<file path="src/rtl/psubsb_seq.sv">
// psubsb_seq: multi-cycle packed saturating sub-word subtractor.
// Computes Diff = A - B lane by lane, one lane per clock. Every lane is an
// independent signed LANE_W-bit value that saturates to MAX/MIN on overflow.
//
// Ports:
//   clk    rising-edge clock
//   rst    synchronous, active-high reset (aborts any operation in flight)
//   start  launch request, only accepted in IDLE
//   A, B   packed minuend / subtrahend, lane i = [i*LANE_W +: LANE_W]
//   busy   high while in RUN and DONE
//   done   one-cycle pulse once Diff/ovfl hold the final result
//   Diff   packed saturated difference (registered)
//   ovfl   per-lane saturation flags (registered)
module psubsb_seq #(
  parameter int LANES  = 4,
  parameter int LANE_W = 4
) (
  input  logic                    clk,
  input  logic                    rst,
  input  logic                    start,
  input  logic [LANES*LANE_W-1:0] A,
  input  logic [LANES*LANE_W-1:0] B,
  output logic                    busy,
  output logic                    done,
  output logic [LANES*LANE_W-1:0] Diff,
  output logic [LANES-1:0]        ovfl
);

  localparam int W  = LANES * LANE_W;
  localparam int CW = (LANES > 1) ? $clog2(LANES) : 1;

  localparam logic [LANE_W-1:0] LANE_MAX = {1'b0, {(LANE_W-1){1'b1}}};
  localparam logic [LANE_W-1:0] LANE_MIN = {1'b1, {(LANE_W-1){1'b0}}};

  typedef enum logic [1:0] {
    IDLE,
    RUN,
    DONE
  } state_t;

  state_t          state;
  state_t          next_state;
  logic [CW-1:0]   cnt;
  logic [W-1:0]    op_a;
  logic [W-1:0]    op_b;

  logic [LANE_W-1:0] a_k;
  logic [LANE_W-1:0] b_k;
  logic [LANE_W:0]   d_wide;
  logic [LANE_W-1:0] lane_res;
  logic              lane_ovf;
  logic              last_lane;

  assign last_lane = (cnt == CW'(LANES - 1));

  // Lane arithmetic is one extra bit wide; overflow shows up as the top two
  // bits disagreeing, and the top bit then gives the saturation direction.
  always_comb begin
    a_k      = op_a[cnt*LANE_W +: LANE_W];
    b_k      = op_b[cnt*LANE_W +: LANE_W];
    d_wide   = {a_k[LANE_W-1], a_k} - {b_k[LANE_W-1], b_k};
    lane_ovf = (d_wide[LANE_W] != d_wide[LANE_W-1]);
    lane_res = d_wide[LANE_W-1:0];
    if (lane_ovf) begin
      lane_res = d_wide[LANE_W] ? LANE_MIN : LANE_MAX;
    end
  end

  always_comb begin
    next_state = state;
    case (state)
      IDLE:    if (start) next_state = RUN;
      RUN:     if (last_lane) next_state = DONE;
      DONE:    next_state = IDLE;
      default: next_state = IDLE;
    endcase
  end

  // done is registered from the DONE state, so it rises one edge after the
  // last lane is written and coincides with the first IDLE cycle.
  always_ff @(posedge clk) begin
    if (rst) begin
      state <= IDLE;
      cnt   <= '0;
      op_a  <= '0;
      op_b  <= '0;
      busy  <= 1'b0;
      done  <= 1'b0;
      Diff  <= '0;
      ovfl  <= '0;
    end else begin
      state <= next_state;
      busy  <= (next_state != IDLE);
      done  <= (state == DONE);
      case (state)
        IDLE: begin
          if (start) begin
            op_a <= A;
            op_b <= B;
            Diff <= '0;
            ovfl <= '0;
            cnt  <= '0;
          end
        end
        RUN: begin
          Diff[cnt*LANE_W +: LANE_W] <= lane_res;
          ovfl[cnt]                  <= lane_ovf;
          if (!last_lane) begin
            cnt <= cnt + 1'b1;
          end
        end
        default: ;
      endcase
    end
  end

endmodule

</file>
<file path="config.mk">
export PLATFORM = sky130hd
export DESIGN_NAME = psubsb_seq
export DESIGN_NICKNAME = d
export VERILOG_FILES = /design/src/rtl/psubsb_seq.sv
export SDC_FILE = /design/constraint.sdc
export NUM_CORES = 1
export LEC_CHECK = 0
export CAP_MARGIN = 20
export CORE_UTILIZATION = 50
export DETAILED_ROUTE_END_ITERATION = 12
export GPL_TIMING_DRIVEN = 0
export PLACE_DENSITY = 0.87
export SLEW_MARGIN = 20
export SYNTH_ARGS = -nofsm -noshare
export SYNTH_HDL_FRONTEND = slang
export SYNTH_SLANG_ARGS = --single-unit
</file>
<file path="constraint.sdc">
create_clock -name clk -period 8.11 [get_ports clk]
set_input_delay 0.811 -clock clk [delete_from_list [all_inputs] [get_ports clk]]
set_output_delay 0.811 -clock clk [all_outputs]
set_load 0.02 [all_outputs]
</file>
# ---- Word level (Yosys, flattened, before mapping)
# Index checks and enable logic that the tools add are counted.
dict set report word_totals {
  regBits 58
  input_bits 35
  output_inout_bits 22
  elab_cells 46
}
dict set report op_classes {
  n_addsub 3
  order_cmp 2
  eq_ne 6
  shifts 4
  muxes 16
  reduce_logical 7
}
# op n
set op_table {}
lappend op_table {{4-bit negator with 34-bit output} 1}
lappend op_table {{4-bit by 34-bit variable shift with 16-bit output (first input constant)} 1}
lappend op_table {{4-bit by 34-bit variable part select with 16-bit output} 1}
lappend op_table {{16-bit case mux with 2 select lines} 1}
lappend op_table {{16-bit by 5-bit variable part select with 4-bit output} 2}
lappend op_table {{16-bit bitwise mux} 1}
lappend op_table {{16-bit two-way mux} 1}
lappend op_table {{4-bit two-way mux} 3}
lappend op_table {{2-bit two-way mux} 4}
lappend op_table {{2-bit case mux with 2 select lines} 2}
lappend op_table {{4-bit case mux with 2 select lines} 1}
lappend op_table {{4-bit by 4-bit subtractor with 5-bit output} 1}
lappend op_table {{4-bit bitwise mux} 1}
lappend op_table {{2-bit == test (second input constant)} 2}
lappend op_table {{2-bit inequality test (second input constant)} 2}
lappend op_table {{2-bit AND reduction} 2}
lappend op_table {{2-bit nonzero test} 2}
lappend op_table {{2-bit by 3-bit less-than comparator with 1-bit output (second input constant)} 1}
lappend op_table {{3-bit AND reduction} 1}
lappend op_table {{2-bit by 1-bit adder with 2-bit output (second input constant)} 1}
lappend op_table {{1-bit demux with 2-bit select} 1}
lappend op_table {{2-bit by 1-bit == test with 1-bit output (second input constant)} 1}
lappend op_table {{2-bit by 1-bit >= comparator with 1-bit output (second input constant)} 1}
lappend op_table {{2-bit logical NOT} 1}
lappend op_table {{3 further kinds} 3}

# ---- Logic depth before layout (Yosys ltp)
# Gate-level depths: netlist of run 1.
dict set report logic_depth {
  depth_word 7
  mapped_depth 10
}

# ---- Worst setup path before layout of run 1
# Ideal clock, no wire load.
dict set report synth_path {
  path_kind {register to register}
  start {register cnt[0]}
  end {register ovfl[1]}
  arrival_time_ns 2.640
  path_slack_ns 5.352
  path_stages_with_launch 10
  synth_period_minus_slack_ns 2.758
  cell_sequence {dfxtp_1 > buf_2 > mux4_2 > ha_1 > fa_1 > inv_1 > a21o_1 > a21oi_1 > xor2_1 > a32o_1}
}
dict set report synth_between {
  elab_chain_len 6
}
# item line_no
set synth_rtl {}
lappend synth_rtl {{start, declared} 43} ;# logic [CW-1:0] cnt;
lappend synth_rtl {{start signal, assigned} 109} ;# cnt <= cnt + 1'b1;
lappend synth_rtl {{parallel branches: the longest is 4 deep, another holds 4-bit by 4-bit subtractor with 5-bit output} n/a}
lappend synth_rtl {{4-bit bitwise mux (*)} 107} ;# ovfl[cnt] <= lane_ovf;
lappend synth_rtl {{4-bit case mux with 2 select lines (*)} 95} ;# case (state)
lappend synth_rtl {{end signal, assigned by index} 107}
lappend synth_rtl {{end, declared} 26} ;# output logic [LANES-1:0] ovfl
# Every way passes the cells marked *.
# A chain may end at the register's enable or synchronous reset.

# ---- Worst setup path after layout of run 1
dict set report layout_path {
  start {register cnt[0]}
  end {register Diff[1]}
}
dict set report layout_between {
  elab_chain_len 7
}
# item line_no
set layout_rtl {}
lappend layout_rtl {{16-bit by 5-bit variable part select with 4-bit output (on tied branches)} {59, 60}}
lappend layout_rtl {{4-bit by 4-bit subtractor with 5-bit output} 61} ;# d_wide = {a_k[LANE_W-1], a_k} - {b_k[LANE_W-1], b_k};
lappend layout_rtl {{4-bit two-way mux or 1-bit inequality test (tied branches)} {65, 62}}
lappend layout_rtl {{4-bit two-way mux} 64} ;# if (lane_ovf) begin
lappend layout_rtl {{4-bit by 34-bit variable part select with 16-bit output} 106} ;# Diff[cnt*LANE_W +: LANE_W] <= lane_res;
lappend layout_rtl {{16-bit bitwise mux (*)} 106}
lappend layout_rtl {{16-bit case mux with 2 select lines (*)} 95}
lappend layout_rtl {{end signal, assigned by index} 106}
lappend layout_rtl {{end, declared} 25} ;# output logic [LANES*LANE_W-1:0] Diff,
# Mark *: on every way between the ends. The rest lies on a longest branch, timed or not.

==> out/metrics.csv, run 1 <==
metric,value,unit
outcome,"finished, final reports clean",
Synth top area share,43.2,%
worst min path class,flip-flop to flip-flop,
Rel. slew slack,54.4,%
RSZ-0062 raised after global routing,false,
DIE AREA,0.00568,mm2
Root Buffer,clkbuf_8,
crit path DAT,3.37,ns
Critical Setup Path Class,flip-flop to flip-flop,
Cell variety after synth,47,
area of the mapped netlist,0.00269,mm2
Critical Path Source Type,flip-flop,
Clock Pin Slew Worst Setup and Hold Paths,0.07,ns
CTS tree,yes,
Post-synth ARST share,0,%
Die Y,75.4,um
Detail Route Antenna Nets,0,
Synth Area in Simple Gates,20.1,%
VDD IR-drop max,0.129,mV
final setup violation count,0,
most frequent cells in the layout,"nand2_1, dfxtp_1, clkdlybuf4s50_1",
worst r2r src,cnt[0],
Rows,26,
Leak,1.30,nW
Final Max Slew Viols,0,
"Seq/Total Area, Yosys",43.2,%
DRT Pass-1 Iters,4,
hold_buf cts,0,
H-tree depth,3,
Mean Syn Cell Area,8.82,um2
layout cell share with drive strength beyond 1,10.9,%
Mapped Nets,349,
critical path peak fanout,10,
number of global-route vias before repair,2353,
Post-synth top flop,dfxtp_1,
CP endpoint kind,flip-flop,
Max-Cap Viols,0,
Post-synth EDFFs,0,
maximum number of pins on one net before global-route repair,11,
CTS resizes,0,
postcts setup bufs,0,
Die Wd,75.4,um
DRT iter0 DRCs,148,
worst slew pin tran,0.674,ns
Adder-Cell Fraction of Synth Area,4.47,%
post-synthesis xor/xnor area fraction,0.326,%
skew final,0.00901,ns
initial antenna violation count,0,
nets,416,
DR WL/cell,14.5,um
Crit. Startpoint,cnt[0],
"commonest non-fill, non-tap cell in the layout",nand2_1,
Tmin final,3.14,ns
via count,2463,
Initial Util,52.3,%
post-synthesis mux area share,6.70,%
Ant. Diodes,0,
first-pass GRT wire length,10700,um
final setup TNS,0,ns
clock buffer depth,2,
hold slack,0.452,ns
"Hold Vio Cnt, Final",0,
Placed Cells,431,
Critical Path RT,8.33,ns
"Cell Count, Final, Fillers Out",447,
total global routing overflow,0,
r2r worst-path depth,10,
fin crit share,38.7,%
core box area,0.00514,mm2
clock sinks,58,
Post-Syn Instances,305,
Total GRT Usage,25.5,%
Hold Crit Depth,2,
Port Buffers,56,
"area leader, netlist",dfxtp_1,
most area-consuming cells after synthesis,"dfxtp_1, nand2_1, a21oi_1",
Power Total,726,uW
DRC viols,0,
cts bufs inserted,9,
f_max,318,MHz
detail-routed via count per cell,5.51,
largest family of logic cells by synthesized area,simple AND/OR/NAND/NOR gates,
synthesized flop and latch total,58,
Skew-Pair Late Insertion Delay,0.33,ns
yosys synthesis warning count,0,
Pwr Density,205,mW/mm2
Routed WL,6470,um
post-DP HPWL,4890,um
number of I/O pins,57,
Area Overhead vs Synth,31.4,%
min-delay src,op_a[14],
routability cong.,0.844,
Synth Area in Compound Gates,20.0,%
## cells in the mapped netlist, drive strengths merged (3+ instances only)
library cell,count
nand4,3
o2111ai,3
inv,14
nor2,18
buf,9
clkbuf,8
dfxtp,58
nand2,78
a21oi,39
a32o,4
and2,5
a22o,8
nand2b,3
nor3b,4
ha,8
mux4,8
o21ai,4
## per-layer routing
metal | share of wire (%) | GRT usage, %
met1 | 42 | 31.5
met2 | 50 | 43.6
met3 | 6.5 | 5.95
met4 | 1.5 | 9.05
met5 | 0 | 0
## where the power goes
group          total, mW  leakage, nW  switching (mW)  internal (mW)
clock              0.266        0.101           0.107          0.159
combinational      0.153        0.731          0.0854         0.0676
sequential         0.307        0.473         0.00801          0.299
## per-stage QoR
step / setup slack (ns) / cell area, um2 / utilization, %
after floorplan: 5.35 / 2690 / -
after global placement: 5.10 / 3340 / 64.9
after detailed placement: 4.98 / 3340 / 64.9
after CTS: 4.98 / 3540 / 68.8
after global routing: 4.77 / 3540 / 68.8
final: 4.97 / 3540 / 68.8
## worst max-delay path, cell delays in order (launching register included)
cell and delay, ns:
dfxtp_1 0.46, buf_2 0.35, mux4_2 0.56, inv_1 0.07, ha_1 0.19, fa_1 0.26, inv_1 0.14, a2111oi_4 0.37
o22a_2 0.23, o2111ai_2 0.15, a22o_1 0.24
## cell families after synthesis
group           count (synthesis)
xor+xnor                        1
simple gates                  122
flops                          58
fa+ha+maj                       9
buf+inv                        31
compound gates                 76
mux                             8
## sequential cells by signal, indices dropped and copies added (netlist names)
signal,flops
Diff,16
op_a,16
op_b,16
ovfl,4
cnt,2
state,2
busy,1
done,1
## final cells by class
type	count	area [um2]
Clock buffer	14	163
Inverter	14	52.6
Multi-Input combinational cell	216	1390
Buffer	17	87.6
Timing Repair Buffer	56	561
Clock inverter	2	35.0
Tap cell	70	87.6
Sequential cell	58	1160
Fill cell	418	1600
## final timing paths
| kind | end | slack (ns) |
|---|---|---|
| worst min-delay path | op_a[14] | 0.45 |
| worst max-delay path | Diff[1] | 4.97 |
| worst max register to register | Diff[1] | 4.97 |
| worst min register to register | op_a[14] | 0.45 |
Power figures use the tool's default switching activity.
==> run 2: changes to the inputs <==
CORE_UTILIZATION = 46   (was 50)
PLACE_DENSITY = 0.84   (was 0.87)
clock period = 2.8 ns   (was 8.11 ns; I/O delays follow)
==> out/metrics.csv, run 2 (synthesized netlist as in run 1, its figures left out) <==
metric,value,unit,change
H-tree depth,3,,unchanged
cell chain of the critical path,"buf_8, mux4_2, inv_1, ha_2, fa_2, inv_2, a2111oi_4, o22a_2, o2111ai_2, a22o_1",,"was buf_2, mux4_2, inv_1, ha_1, fa_1, inv_1, a2111oi_4, o22a_2, o2111ai_2, a22o_1"
crit path DAT,2.90,ns,was 3.37 ns
Critical Path Source Type,flip-flop,,unchanged
clock buffer depth,2,,unchanged
Clock Pin Slew Worst Setup and Hold Paths,0.06,ns,was 0.07 ns
maximum number of pins on one net before global-route repair,11,,unchanged
Layout fillers,475,,was 418
final setup violation count,0,,unchanged
layout cell share with drive strength beyond 1,12.8,%,was 10.9%
"commonest non-fill, non-tap cell in the layout",nand2_1,,unchanged
number of global-route vias before repair,2424,,was 2353
DIE AREA,0.00616,mm2,was 0.00568 mm2
first-pass GRT wire length,10800,um,was 10700 um
Final Max Slew Viols,0,,unchanged
initial antenna violation count,0,,unchanged
fin crit share,95.4,%,was 38.7%
Leak,1.30,nW,about the same
Critical Setup Path Class,flip-flop to flip-flop,,unchanged
Largest regs,"Diff x16, op_a x16, op_b x16",,unchanged
via count,2419,,was 2463
post-DP HPWL,4720,um,was 4890 um
skew final,0.00800,ns,was 0.00901 ns
Max-Cap Viols,0,,unchanged
f_max,374,MHz,was 318 MHz
CTS tree,yes,,unchanged
routability cong.,0.836,,was 0.844
"Cell Count, Final, Fillers Out",448,,was 447
"Hold Vio Cnt, Final",0,,unchanged
DR WL/cell,14.2,um,was 14.5 um
area of placed instances,0.00334,mm2,about the same
Seq. cell area,0.00116,mm2,about the same
Pwr Density,563,mW/mm2,was 205 mW/mm2
CP endpoint kind,flip-flop,,unchanged
Die Y,78.5,um,was 75.4 um
Routed WL,6370,um,was 6470 um
hold_buf cts,0,,unchanged
Ant. Diodes,0,,unchanged
Total GRT Usage,22.8,%,was 25.5%
critical path peak fanout,10,,unchanged
Critical Path RT,3.03,ns,was 8.33 ns
"worst slack, placed",-0.274,ns,was 4.98 ns
Worst Slack Setup Final,0.128,ns,was 4.97 ns
detail-routed via count per cell,5.40,,was 5.51
clock sinks,58,,unchanged
Buffers & Inverters on Critical Path,3,,unchanged
DRT iter0 DRCs,104,,was 148
core box area,0.00557,mm2,was 0.00514 mm2
Placed Cells,433,,was 431
Die Wd,78.5,um,was 75.4 um
outcome,"finished, final reports clean",,unchanged
"Slowest-stage cell, CP",mux4_2,,unchanged
area of the multi-input gates,0.00140,mm2,was 0.00139 mm2
DRC viols,0,,unchanged
nets,417,,was 416
Skew-Pair Late Insertion Delay,0.34,ns,was 0.33 ns
CP max stage delay,0.52,ns,was 0.56 ns
DRT Pass-1 Iters,4,,unchanged
total global routing overflow,0,,unchanged
cts bufs inserted,9,,unchanged
most frequent cells in the layout,"nand2_1, dfxtp_1, clkdlybuf4s50_1",,unchanged
worst min path class,flip-flop to flip-flop,,unchanged
Initial Util,48.3,%,was 52.3%
Rows,27,,was 26
Area Overhead vs Synth,31.1,%,was 31.4%
Rel. slew slack,58.5,%,was 54.4%
Post-Route Utilization,63.3,%,was 68.8%
Tmin final,2.67,ns,was 3.14 ns
hold slack,0.454,ns,was 0.452 ns
finished layout cell area,0.00353,mm2,was 0.00354 mm2
number of I/O pins,57,,unchanged
VDD IR-drop max,0.296,mV,was 0.129 mV
worst slew pin tran,0.614,ns,was 0.674 ns
Detail Route Antenna Nets,0,,unchanged
top cell family by delay on the critical path,compound AO/OA/AOI/OAI gates,,unchanged
Port Buffers,56,,unchanged
Root Buffer,clkbuf_8,,unchanged
==> run 2: timing repair <==
action	4_1_cts	5_1_grt
pin swaps	0	2
resized for setup	6	4
buffers inserted	0	1
gates cloned	0	0
setup endpoints to repair	19	16
==> run 2: metrics by stage <==
step / power (mW) / TNS [ns]
floorplan: 1.20 / 0
global placement: 1.33 / -3.52
detailed placement: 1.34 / -3.76
CTS: 1.98 / 0
global route: 2.08 / -0.0309
finish: 1.99 / 0
==> run 2: worst register-to-register path: cells and delay by family, from the launching register on <==
kind / cells / cell delay [ns]
buf+inv: 3 / 0.32
compound gates: 4 / 0.90
mux: 1 / 0.52
flops: 1 / 0.40
fa+ha+maj: 2 / 0.44
==> run 2: final timing paths <==
kind         slack (ns)  endpoint  cells past startpoint  startpoint
max                0.13  Diff[12]                     10      cnt[0]
min                0.45   op_a[7]                      2     op_a[7]
max reg2reg        0.13  Diff[12]                     10      cnt[0]
min reg2reg        0.45   op_a[7]                      2     op_a[7]
==> run 2: layer usage <==
layer	up-vias	global-route usage, %	routed length [um]
li1	1201	-	-
met1	1145	27.3	2840
met2	63	39.2	3170
met3	10	6.05	265
met4	0	7.59	95
met5	-	0	0
==> run 2: layout make-up <==
class / instances / area share [%]
inverters: 14 / 1.49
flip-flops and latches: 58 / 33.0
clock inverters: 4 / 0.568
plain buffers: 17 / 2.80
clock buffers: 10 / 3.90
multi-input cells: 216 / 39.6
well taps: 72 / 2.55
repair buffers: 57 / 16.1
==> run 2: power by group <==
part / switching [mW] / internal (mW)
registers: 0.0231 / 0.865
clock network: 0.318 / 0.328
logic: 0.249 / 0.204
total: 0.590 / 1.40
==> run 3: changes to the inputs <==
CORE_UTILIZATION = 23   (was 46)
PLACE_DENSITY = 0.52   (was 0.84)
==> out/metrics.csv, run 3 (synthesized netlist as in run 1, its figures left out) <==
metric,value,unit,change
DRT iter0 DRCs,152,,was 104
fin crit share,95.2,%,was 95.4%
Routed WL,7100,um,was 6370 um
DR WL/cell,13.6,um,was 14.2 um
met2 GRT Util,20.7,%,was 39.2%
clock sinks,58,,unchanged
Area Overhead vs Synth,40.0,%,was 31.1%
GRT met3 Usage,3.47,%,was 6.05%
number of I/O pins,57,,unchanged
Root Buffer,clkbuf_16,,was clkbuf_8
Hold Path End,op_b[11],,was op_a[7]
Skew-Pair Late Insertion Delay,0.33,ns,was 0.34 ns
initial antenna violation count,0,,unchanged
DRT Pass-1 Iters,4,,unchanged
"setup slack, reg-to-reg",0.13,ns,about the same
detail-routed via count per cell,4.59,,was 5.40
VDD IR-drop max,0.241,mV,was 0.296 mV
nets,417,,unchanged
"commonest non-fill, non-tap cell in the layout",nand2_1,,unchanged
worst slew pin tran,0.566,ns,was 0.614 ns
final setup violation count,0,,unchanged
grt met1 use,16.9,%,was 27.3%
critical path peak fanout,10,,unchanged
Pwr Density,633,mW/mm2,was 563 mW/mm2
core box area,0.0114,mm2,was 0.00557 mm2
Leak,1.35,nW,was 1.30 nW
hold_buf cts,0,,unchanged
routability cong.,0.769,,was 0.836
total global routing overflow,0,,unchanged
Rel. slew slack,61.7,%,was 58.5%
Tmin final,2.67,ns,about the same
Total GRT Usage,12.9,%,was 22.8%
Layout fillers,1226,,was 475
"Most Used Layer, Global Route",met2,,unchanged
CP endpoint kind,flip-flop,,unchanged
most frequent cells in the layout,"nand2_1, dfxtp_1, clkdlybuf4s50_1",,unchanged
CTS tree,yes,,unchanged
"worst slack, placed",-0.358,ns,was -0.274 ns
Critical Path RT,3.01,ns,was 3.03 ns
"Hold Vio Cnt, Final",0,,unchanged
cts bufs inserted,9,,unchanged
Ant. Diodes,0,,unchanged
DRC viols,0,,unchanged
clock buffer depth,2,,unchanged
Power Total,2.38,mW,was 1.99 mW
Port Buffers,56,,unchanged
Largest regs,"Diff x16, op_a x16, op_b x16",,unchanged
Final Max Slew Viols,0,,unchanged
Worst Slack Setup Final,0.135,ns,was 0.128 ns
DIE AREA,0.0121,mm2,was 0.00616 mm2
outcome,"finished, final reports clean",,unchanged
H-tree depth,3,,unchanged
layout cell share with drive strength beyond 1,13.8,%,was 12.8%
Die Y,110,um,was 78.5 um
Max-Cap Viols,0,,unchanged
min-delay src,op_b[11],,was op_a[7]
worst min path class,flip-flop to flip-flop,,unchanged
crit path DAT,2.88,ns,was 2.90 ns
Die Wd,110,um,was 78.5 um
Critical Path Source Type,flip-flop,,unchanged
r2r worst-path depth,9,,was 10
R2R Path End,ovfl[1],,was Diff[12]
final setup TNS,0,ns,unchanged
f_max,375,MHz,was 374 MHz
maximum number of pins on one net before global-route repair,13,,was 11
Rows,39,,was 27
Post-Route Utilization,33.0,%,was 63.3%
Initial Util,23.6,%,was 48.3%
number of global-route vias before repair,2385,,was 2424
via count,2390,,was 2419
first-pass GRT wire length,11800,um,was 10800 um
post-DP HPWL,5390,um,was 4720 um
Critical Setup Path Class,flip-flop to flip-flop,,unchanged
RSZ-0062 raised after global routing,false,,
skew final,0.00819,ns,was 0.00800 ns
worst r2r src,cnt[0],,unchanged
Hold Crit Depth,2,,unchanged
Clock Pin Slew Worst Setup and Hold Paths,0.06,ns,about the same
Detail Route Antenna Nets,0,,unchanged
run 3: cell types whose count changed in the layout (fill, tap and decap cells not counted):
cell,previous run,this run
clkbuf_8,11,1
clkbuf_16,0,9
clkinv_2,4,1
clkinv_4,0,3
clkinvlp_4,0,2
a21oi_1,39,38
a21oi_2,0,1
buf_12,0,1
buf_8,1,0
inv_6,0,1
o2111ai_2,2,1
o2111ai_4,0,1
xor2_1,1,0
xor2_2,0,1
run 3: how the worst max path moves through the flow:
stage,slack (ns),to,startpoint
after floorplan,0.04,ovfl[1],cnt[0]
after global placement,-0.32,ovfl[0],cnt[0]
after detailed placement,-0.36,ovfl[1],cnt[0]
after CTS,0.02,Diff[5],cnt[0]
after global routing,0.006,Diff[8],cnt[0]
final,0.13,ovfl[1],cnt[0]
run 3: worst max-delay path: stages, from the launching register on:
cell and delay, ns:
dfxtp_4 0.40, buf_12 0.15, mux4_2 0.51, ha_2 0.22
fa_2 0.42, inv_2 0.13, a21o_1 0.15, a21oi_1 0.10
xor2_2 0.20, a32o_1 0.28
run 3: cell type report:
type / instances / area, um2 / share of cell area, %
multi-input cells: 216 / 1420 / 37.6
clock inverters: 7 / 55.1 / 1.46
repair buffers: 57 / 568 / 15.1
flip-flops and latches: 58 / 1160 / 30.9
clock buffers: 9 / 225 / 5.98
plain buffers: 17 / 104 / 2.76
well taps: 143 / 179 / 4.75
inverters: 14 / 52.6 / 1.40
run 3: where the power goes:
part	total (mW)	internal [mW]	switching, mW
registers	0.888	0.866	0.0228
logic	0.481	0.215	0.266
clock network	1.01	0.603	0.410
run 3: metrics by stage:
stage / instances / hold slack [ns] / cell area [um2]
5_1_grt: 521 / 0.469 / 3770
2_1_floorplan: 305 / 0.416 / 2690
4_1_cts: 520 / 0.454 / 3730
3_5_place_dp: 504 / 0.446 / 3430
3_3_place_gp: 504 / 0.440 / 3430
6_report: 521 / 0.453 / 3770
run 3: timing repair:
action | CTS | global route
resized for setup | 7 | 7
buffers inserted | 0 | 1
endpoints found under the setup margin | 20 | 20
hold endpoints to repair | 0 | 0
pin swaps | 0 | 3
run 3: routing by layer:
| metal | part of all wire (%) | up-vias |
|---|---|---|
| met5 | 0 | - |
| li1 | - | 1202 |
| met1 | 48 | 1109 |
| met3 | 3.8 | 12 |
| met4 | 1.3 | 0 |
| met2 | 47 | 67 |
